`src/rtl/btn_event_scheduler.sv`:
```
// Four-button debouncer with short/long press classification and a
// round-robin event queue presented on a valid/ready output register.
module btn_event_scheduler #(
  parameter int TICK_DIV   = 50000,
  parameter int DEB_TICKS  = 20,
  parameter int LONG_TICKS = 1000
) (
  input  logic       i_Clock50MHz,
  input  logic       i_Rst_n,
  input  logic [3:0] i_Btn,
  input  logic       i_Evt_Ready,
  output logic       o_Evt_Valid,
  output logic [1:0] o_Evt_Btn,
  output logic       o_Evt_Long,
  output logic [3:0] o_Btn_State,
  output logic       o_Overrun
);

  localparam int TW = (TICK_DIV > 1) ? $clog2(TICK_DIV) : 1;
  localparam int DW = $clog2(DEB_TICKS + 1);
  localparam int HW = $clog2(LONG_TICKS + 1);

  typedef enum logic {ST_IDLE = 1'b0, ST_HELD = 1'b1} state_t;

  logic [TW-1:0] r_tick_cnt;
  logic          w_tick;
  logic [3:0]    r_sync1, r_sync2;
  logic [3:0]    w_stable;
  logic [3:0]    w_set_short, w_set_long;
  logic [3:0]    r_pend_short, r_pend_long;
  logic [3:0]    w_clr_short, w_clr_long;
  logic [1:0]    r_rr_ptr;
  logic          w_grant_vld, w_grant_long, w_load, w_take, w_drop;
  logic [1:0]    w_grant_idx;
  logic          r_evt_valid, r_evt_long, r_overrun;
  logic [1:0]    r_evt_btn;

  assign w_tick = (r_tick_cnt == TW'(TICK_DIV - 1));

  always_ff @(posedge i_Clock50MHz) begin
    if (!i_Rst_n) begin
      r_tick_cnt <= '0;
      r_sync1    <= 4'hF;
      r_sync2    <= 4'hF;
    end else begin
      r_tick_cnt <= w_tick ? '0 : r_tick_cnt + TW'(1);
      r_sync1    <= i_Btn;
      r_sync2    <= r_sync1;
    end
  end

  for (genvar gi = 0; gi < 4; gi++) begin : g_btn
    logic          r_stable;
    logic          r_armed;
    logic [DW-1:0] r_deb_cnt;
    logic [HW-1:0] r_hold;
    state_t        r_state, w_state_next;

    always_ff @(posedge i_Clock50MHz) begin
      if (!i_Rst_n) begin
        r_stable  <= 1'b1;
        r_deb_cnt <= '0;
      end else if (r_sync2[gi] == r_stable) begin
        r_deb_cnt <= '0;
      end else if (w_tick) begin
        if (r_deb_cnt == DW'(DEB_TICKS - 1)) begin
          r_stable  <= r_sync2[gi];
          r_deb_cnt <= '0;
        end else begin
          r_deb_cnt <= r_deb_cnt + DW'(1);
        end
      end
    end

    // A button still held across reset must be seen released before it can
    // start a press; the first tick comes after the synchroniser has settled.
    always_ff @(posedge i_Clock50MHz) begin
      if (!i_Rst_n)
        r_armed <= 1'b0;
      else if (w_tick && r_sync2[gi] && r_stable)
        r_armed <= 1'b1;
    end

    always_ff @(posedge i_Clock50MHz) begin
      if (!i_Rst_n) begin
        r_state <= ST_IDLE;
        r_hold  <= '0;
      end else begin
        r_state <= w_state_next;
        if (r_state == ST_IDLE)
          r_hold <= '0;
        else if (w_tick && (r_hold < HW'(LONG_TICKS)))
          r_hold <= r_hold + HW'(1);
      end
    end

    always_comb begin
      w_state_next    = r_state;
      w_set_short[gi] = 1'b0;
      w_set_long[gi]  = 1'b0;
      case (r_state)
        ST_IDLE: if (r_armed && !r_stable) w_state_next = ST_HELD;
        ST_HELD: begin
          if (r_stable) begin
            w_state_next    = ST_IDLE;
            w_set_short[gi] = (r_hold < HW'(LONG_TICKS));
          end else if (w_tick && (r_hold == HW'(LONG_TICKS - 1))) begin
            w_set_long[gi] = 1'b1;
          end
        end
        default: w_state_next = ST_IDLE;
      endcase
    end

    assign w_stable[gi] = r_stable;
  end

  // Round-robin search starting one past the last granted button.
  always_comb begin
    w_grant_vld = 1'b0;
    w_grant_idx = r_rr_ptr;
    for (int k = 1; k <= 4; k++) begin
      if (!w_grant_vld &&
          (r_pend_short[r_rr_ptr + 2'(k)] || r_pend_long[r_rr_ptr + 2'(k)])) begin
        w_grant_vld = 1'b1;
        w_grant_idx = r_rr_ptr + 2'(k);
      end
    end
  end

  assign w_grant_long = r_pend_long[w_grant_idx];
  assign w_load       = !r_evt_valid || i_Evt_Ready;
  assign w_take       = w_load && w_grant_vld;

  always_comb begin
    w_clr_short = '0;
    w_clr_long  = '0;
    if (w_take) begin
      if (w_grant_long) w_clr_long[w_grant_idx]  = 1'b1;
      else              w_clr_short[w_grant_idx] = 1'b1;
    end
  end

  assign w_drop = |(w_set_short & r_pend_short & ~w_clr_short) |
                  |(w_set_long  & r_pend_long  & ~w_clr_long);

  always_ff @(posedge i_Clock50MHz) begin
    if (!i_Rst_n) begin
      r_pend_short <= '0;
      r_pend_long  <= '0;
      r_overrun    <= 1'b0;
      r_evt_valid  <= 1'b0;
      r_evt_btn    <= 2'd0;
      r_evt_long   <= 1'b0;
      r_rr_ptr     <= 2'd3;
    end else begin
      r_pend_short <= w_set_short | (r_pend_short & ~w_clr_short);
      r_pend_long  <= w_set_long  | (r_pend_long  & ~w_clr_long);
      r_overrun    <= w_drop;
      if (w_load) begin
        r_evt_valid <= w_grant_vld;
        if (w_grant_vld) begin
          r_evt_btn  <= w_grant_idx;
          r_evt_long <= w_grant_long;
          r_rr_ptr   <= w_grant_idx;
        end
      end
    end
  end

  assign o_Evt_Valid = r_evt_valid;
  assign o_Evt_Btn   = r_evt_btn;
  assign o_Evt_Long  = r_evt_long;
  assign o_Btn_State = w_stable;
  assign o_Overrun   = r_overrun;

endmodule

```
`config.mk`:
```
export PLATFORM = sky130hd
export DESIGN_NAME = btn_event_scheduler
export DESIGN_NICKNAME = d
export VERILOG_FILES = /design/src/rtl/btn_event_scheduler.sv
export SDC_FILE = /design/constraint.sdc
export NUM_CORES = 1
export LEC_CHECK = 0
export CAP_MARGIN = 20
export CORE_UTILIZATION = 50
export DETAILED_ROUTE_END_ITERATION = 6
export PLACE_DENSITY = 0.76
export SYNTH_ARGS = -nofsm -noshare
export SYNTH_HDL_FRONTEND = slang
export SYNTH_SLANG_ARGS = --single-unit
export TNS_END_PERCENT = 10
```
`constraint.sdc`:
```
create_clock -name i_Clock50MHz -period 5.95 [get_ports i_Clock50MHz]
set_input_delay 0.595 -clock i_Clock50MHz [delete_from_list [all_inputs] [get_ports i_Clock50MHz]]
set_output_delay 0.595 -clock i_Clock50MHz [all_outputs]
set_load 0.01 [all_outputs]
```
==> results of run 1 <==
layout by cell type (no fill, tap or decap), types with 4 or more instances in the layout:
cell type        count
or3_1               10
nand3_1             34
nor3b_1              4
clkdlybuf4s50_1     15
mux2i_1              9
or2_2                4
nor4_1               5
nor3_1               9
xnor2_1             17
inv_1               11
nand4_1             14
nor2_1              86
nand2_1             51
nand2b_1             8
clkbuf_8            10
ha_1                 9
xor2_1              38
nand4b_1             5
dfxtp_1            111
a31oi_1             12
o21ai_0             21
and3_1              16
a21oi_1             25
nor2b_1              7
and4_1               5
worst paths after layout:
kind | start | end | slack (ns) | cells past startpoint
setup / recovery | r_tick_cnt[0] | g_btn[0].r_stable | 3.43 | 8
hold / removal | r_sync1[3] | r_sync2[3] | 0.41 | 1
setup reg to reg | r_tick_cnt[0] | g_btn[0].r_stable | 3.43 | 8
hold reg to reg | r_sync1[3] | r_sync2[3] | 0.41 | 1
state kept, by name, summed over array words and instances (netlist names):
| register | count |
|---|---|
| r_rr_ptr | 2 |
| r_sync2 | 4 |
| o_Evt_Long | 1 |
| r_pend_long | 4 |
| g_btn.r_state | 4 |
| g_btn.r_stable | 4 |
| g_btn.r_hold | 40 |
| o_Evt_Valid | 1 |
| g_btn.r_deb_cnt | 20 |
| r_pend_short | 4 |
| g_btn.r_armed | 4 |
| o_Overrun | 1 |
| o_Evt_Btn | 2 |
| r_sync1 | 4 |
| r_tick_cnt | 16 |
power by group:
group | switching, mW | total [mW] | internal [mW] | leakage [nW]
combinational | 0.0103 | 0.0180 | 0.00767 | 0.837
clock | 0.270 | 0.443 | 0.173 | 0.101
sequential | 0.00239 | 0.749 | 0.747 | 0.896
per-layer routing:
metal,wire length [um],track usage,share of wire,up-vias
li1,-,-,-,1978
met2,4360,0.332,0.48,47
met5,0,0,0,-
met4,142,0.0702,0.016,0
met1,4260,0.232,0.47,1835
met3,259,0.0462,0.029,15
kinds of logic after synthesis:
| kind of cell | count (synthesis) | share of synthesized area |
|---|---|---|
| AOI/OAI and AO/OA | 77 | 0.0977 |
| buffers and inverters | 30 | 0.0294 |
| muxes | 10 | 0.0206 |
| xor gates and xnor gates | 55 | 0.0977 |
| and+or+nand+nor | 270 | 0.281 |
| DFF | 111 | 0.451 |
| adders and majority gates | 9 | 0.0228 |
worst max-delay path, delay by kind of cell (launching register included):
family	cells	cell delay (ns)
buffers and inverters	1	0.40
adders and majority gates	1	0.19
muxes	1	0.17
DFF	1	0.37
and+or+nand+nor	5	1.29
area by class of cell:
type	instances	area [um2]
inverter	11	41.3
timing repair buffer	18	170
clock inverter	6	60.1
fill	842	4060
tap	129	161
clock buffer	10	138
sequential	111	2220
multi-input combinational	421	2560
per-stage QoR:
| step | hold WS [ns] | area (um2) | utilization | power, mW |
|---|---|---|---|---|
| after global routing | 0.433 | 5360 | 0.569 | 1.25 |
| after CTS | 0.417 | 5350 | 0.568 | 1.23 |
| final | 0.414 | 5360 | 0.569 | 1.21 |
| after floorplan | 0.386 | 4930 | - | 0.777 |
| after detailed placement | 0.397 | 5150 | 0.547 | 0.784 |
| after global placement | 0.390 | 5150 | 0.547 | 0.783 |
==> results_dict.tcl, run 1 <==
set metrics [dict create \
    status "completed" \
    numCtsBuffers 9 \
    vias_per_cell 5.49 \
    ys.flop_type "dfxtp_1" \
    ys_seq_area_frac 0.451 \
    power.density_mw_per_mm2 226 \
    yosys-top-cells-area "dfxtp_1 45%, xor2_1 6.8%, nor2_1 6.5%, nand2_1 3.9%, nand3_1 3.5%" \
    grt_start_max_net_pins 44 \
    h-tree-depth 3 \
    first_pass_iters 4 \
    cp_cell_sequence "ha_1 -> and3_1 -> and4_1 -> buf_4 -> nand2_1 -> or4b_1 -> mux2i_1 -> nand2_1" \
    ys.warnings.count 0 \
    clock_sinks 111 \
    clk_latency_ns 0.38 \
    grt_overflow 0 \
    cpMostUsedCell "nand2_1" \
    wl_per_cell_um 12.8 \
    synth-edff-count 0 \
    worst_ep_required_time_ns 6.22 \
    ys_types 52 \
    area_growth_syn_to_layout_pct 8.63 \
    netlist.area_leader.share 0.451 \
    core_mm2 0.00942 \
    grt_antenna_before_repair 0 \
    setup_violations 0 \
    post_cts_buffers 0 \
    instances_no_fill 706 \
    drtIter0Drc 122 \
    drive_above_1_share 0.0572 \
    io_pins 16 \
    fmax_mhz 396 \
    postCtsHoldBufs 0 \
    wl_um 9020 \
    dp.cells 689 \
    slew_violations 0 \
    syn_inst 562 \
    cp_slowest_stage_delay_ns 0.54 \
    synth_top_area_cell "dfxtp_1" \
    synth_fp_nets 578 \
    irDropWorstVdd_v 0.000169 \
    layout.nets 588 \
    cp_slowest_cell "or4b_1" \
    die_w_um 101 \
    vias 3875 \
    gp_congestion 0.864 \
    grt_pass1_vias 3718 \
    relSlewSlack 0.547 \
    dp_hpwl_um 6310 \
    die_height_um 101 \
    crit_type "register to register" \
    root_buffer "clkbuf_8" \
    cap_violations 0 \
    synth_common_cells "111 x dfxtp_1, 86 x nor2_1, 51 x nand2_1" \
    path_clk_slew_ns 0.11 \
    avgSynthCellArea_um2 8.77 \
    ant_nets 0 \
    hold_path.class "register to register" \
    cts_tree "yes" \
    cp-start-kind "register" \
    setup_ws_ns 3.43 \
    grt_pass1_wl_um 15800 \
    worst_pin_slew_ns 0.679 \
    power.static_leakage_nw 1.83 \
    crit_path_end_kind "register" \
    track_usage 0.192 \
    numPortBuffers 15 \
    start_util 0.524 \
    async_flop_share 0 \
    rsz0062_at_grt "no" \
    fin_crit_ns 2.52 \
    drc 0 \
    netlist_area_mm2 0.00493 \
    synth-seq-cells 111 \
    pre_cts_slack_ns 3.02 \
    cp_max_fo 43 \
    skew_ns 0.0150 \
    finalHoldViolCount 0 \
    fp-row-count 35 \
    post_cts_resized 0 \
    dieArea_mm2 0.0103 \
    final.setup.tns_ns 0 \
    fin_crit_sh 0.424 \
    worst_ep_arrival_time_ns 2.79 \
    cts_max_path_buffers 2 \
    synth_most_common_cell "dfxtp_1" \
    diodes 0 \
]
Power figures use the tool's default switching activity.
==> run 2: changes to the inputs <==
==> constraint.sdc (replaced) <==
create_clock -name i_Clock50MHz -period 2.6 [get_ports i_Clock50MHz]
set_input_delay 0.26 -clock i_Clock50MHz [delete_from_list [all_inputs] [get_ports i_Clock50MHz]]
set_output_delay 0.26 -clock i_Clock50MHz [all_outputs]
set_load 0.01 [all_outputs]
==> run 2 against run 1 <==
Net effect: register-to-register slack lost 3.1 ns; clock power up 140%; first-iteration DRC count rose by 12%; critical endpoint is now o_Overrun; highest routed layer unchanged.
==> results_dict.tcl, run 2 (synthesized netlist as in run 1, its figures left out) <==
set metrics [dict create \
    power.density_mw_per_mm2 523 \
    cp-start-kind "register" \
    post_cts_resized 0 \
    drc 0 \
    cp_max_fo 7 \
    diodes 0 \
    cp_slowest_cell "or4_4" \
    dp_hpwl_um 6790 \
    cts_max_path_buffers 2 \
    wl_um 9500 \
    start_util 0.524 \
    die_w_um 101 \
    grt_overflow 0 \
    area_growth_syn_to_layout_pct 9.44 \
    rr_worst_depth 6 \
    crit_type "register to register" \
    largest_register_ffs 40 \
    io_pins 16 \
    drive_above_1_share 0.0620 \
    wl_per_cell_um 13.4 \
    numCtsBuffers 9 \
    fin_crit_ns 2.27 \
    relSlewSlack 0.496 \
    fmax_mhz 440 \
    r2r-end "o_Overrun" \
    worst_pin_slew_ns 0.755 \
    cp_cell_sequence "or4_4 -> a22o_4 -> a211oi_4 -> nand4_1 -> a31oi_1 -> a41oi_1" \
    ant_nets 0 \
    final.setup.tns_ns 0 \
    place_area_mm2 0.00519 \
    layout_common_cells "111 x dfxtp_1, 86 x nor2_1, 51 x nand2_1" \
    worst_ep_arrival_time_ns 2.50 \
    track_usage 0.197 \
    min_path_cells 1 \
    clk_latency_ns 0.38 \
    grt_start_max_net_pins 22 \
    top_register "g_btn.r_hold" \
    post_cts_buffers 0 \
    path_clk_slew_ns 0.11 \
    whs_endpoint "r_sync2[1]" \
    die_height_um 101 \
    fin_crit_sh 0.875 \
    finalHoldViolCount 0 \
    irDropWorstVdd_v 0.000511 \
    cp_slowest_stage_delay_ns 0.59 \
    setup_ws_ns 0.325 \
    cap_violations 0 \
    cts_tree "yes" \
    clock_sinks 111 \
    first_pass_iters 4 \
    h-tree-depth 3 \
    pre_cts_slack_ns 0.377 \
    layout.nets 592 \
    root_buffer "clkbuf_8" \
    design_area_mm2 0.00540 \
    grt_pass1_vias 3678 \
    vias 3925 \
    crit_path_end_kind "register" \
    reg.largest.list "g_btn.r_hold (40), g_btn.r_deb_cnt (20), r_tick_cnt (16)" \
    min-delay-start "r_sync1[1]" \
    drtIter0Drc 137 \
    hold_path.class "register to register" \
    rsz0062_at_grt "no" \
    fp-row-count 35 \
    status "completed" \
    slew_violations 0 \
    grt_antenna_before_repair 0 \
    vias_per_cell 5.53 \
    grt_pass1_wl_um 16100 \
    r2r_setup_slack_ns 0.33 \
    setup_violations 0 \
    worst_ep_required_time_ns 2.82 \
    numPortBuffers 15 \
    final_common_cell "dfxtp_1" \
    reg2reg_from "r_pend_short[1]" \
    gp_congestion 0.887 \
    power.static_leakage_nw 1.85 \
    dieArea_mm2 0.0103 \
    core_mm2 0.00942 \
    skew_ns 0.0142 \
    postCtsHoldBufs 0 \
]
[run 2: changes by cell type in the layout (fill, tap and decap cells not counted)]
cell        previous run  this run
inv_6                  3         0
clkinvlp_4             0         1
clkinv_8               1         0
buf_4                  2         7
clkbuf_2               1         0
inv_8                  0         2
clkbuf_8              10         9
clkbuf_1               0         1
bufinv_16              0         1
[run 2: cell type report]
cell class | count | area (um2)
fillers | 848 | 4020
flip-flops and latches | 111 | 2220
well taps | 129 | 161
repair buffers | 22 | 203
inverters | 11 | 41.3
multi-input cells | 421 | 2560
clock buffers | 10 | 128
clock inverters | 6 | 77.6
[run 2: critical path, delay by kind of cell, from the launching register on]
family | cells | cell delay, ns
flops | 1 | 0.36
compound gates | 4 | 1.03
simple gates | 2 | 0.73
[run 2: how the worst max path moves through the flow]
stage	startpoint	to	slack (ns)
finish	r_pend_short[1]	o_Overrun	0.33
global route	r_tick_cnt[0]	g_btn[2].r_hold[5]	0.20
CTS	r_pend_short[1]	o_Overrun	0.35
detailed placement	r_pend_short[1]	o_Overrun	0.38
global placement	r_pend_short[1]	o_Overrun	0.40
floorplan	r_tick_cnt[0]	g_btn[0].r_stable	0.49
[run 2: layer usage]
metal  wire length (um)  vias up  GRT usage
li1                   -     1988          -
met1               4530     1847      0.234
met4                212        0     0.0870
met2               4430       73      0.339
met3                322       17     0.0476
met5                  0        -          0
[run 2: per-stage QoR]
stage	total power [mW]	hold slack, ns	utilization	instances
after floorplan	1.78	0.361	-	562
after global placement	1.80	0.393	0.551	694
after detailed placement	1.80	0.403	0.551	694
after CTS	2.86	0.423	0.573	710
after global routing	2.93	0.429	0.573	710
final	2.82	0.421	0.573	710
[run 2: power breakdown]
group          total, mW  internal (mW)  switching, mW
clock network       1.07          0.463          0.603
registers           1.71           1.71        0.00537
logic             0.0424         0.0184         0.0240
==> run 3: changes to the inputs <==
--- a/config.mk
+++ b/config.mk
@@ -5,6 +5,7 @@
 export SDC_FILE = /design/constraint.sdc
 export NUM_CORES = 1
 export LEC_CHECK = 0
+export ABC_CLOCK_PERIOD_IN_PS = 2600
 export CAP_MARGIN = 20
 export CORE_UTILIZATION = 50
 export DETAILED_ROUTE_END_ITERATION = 6
==> results of run 3 <==
No change in the layout: final DEF, timing and power equal those of run 2.
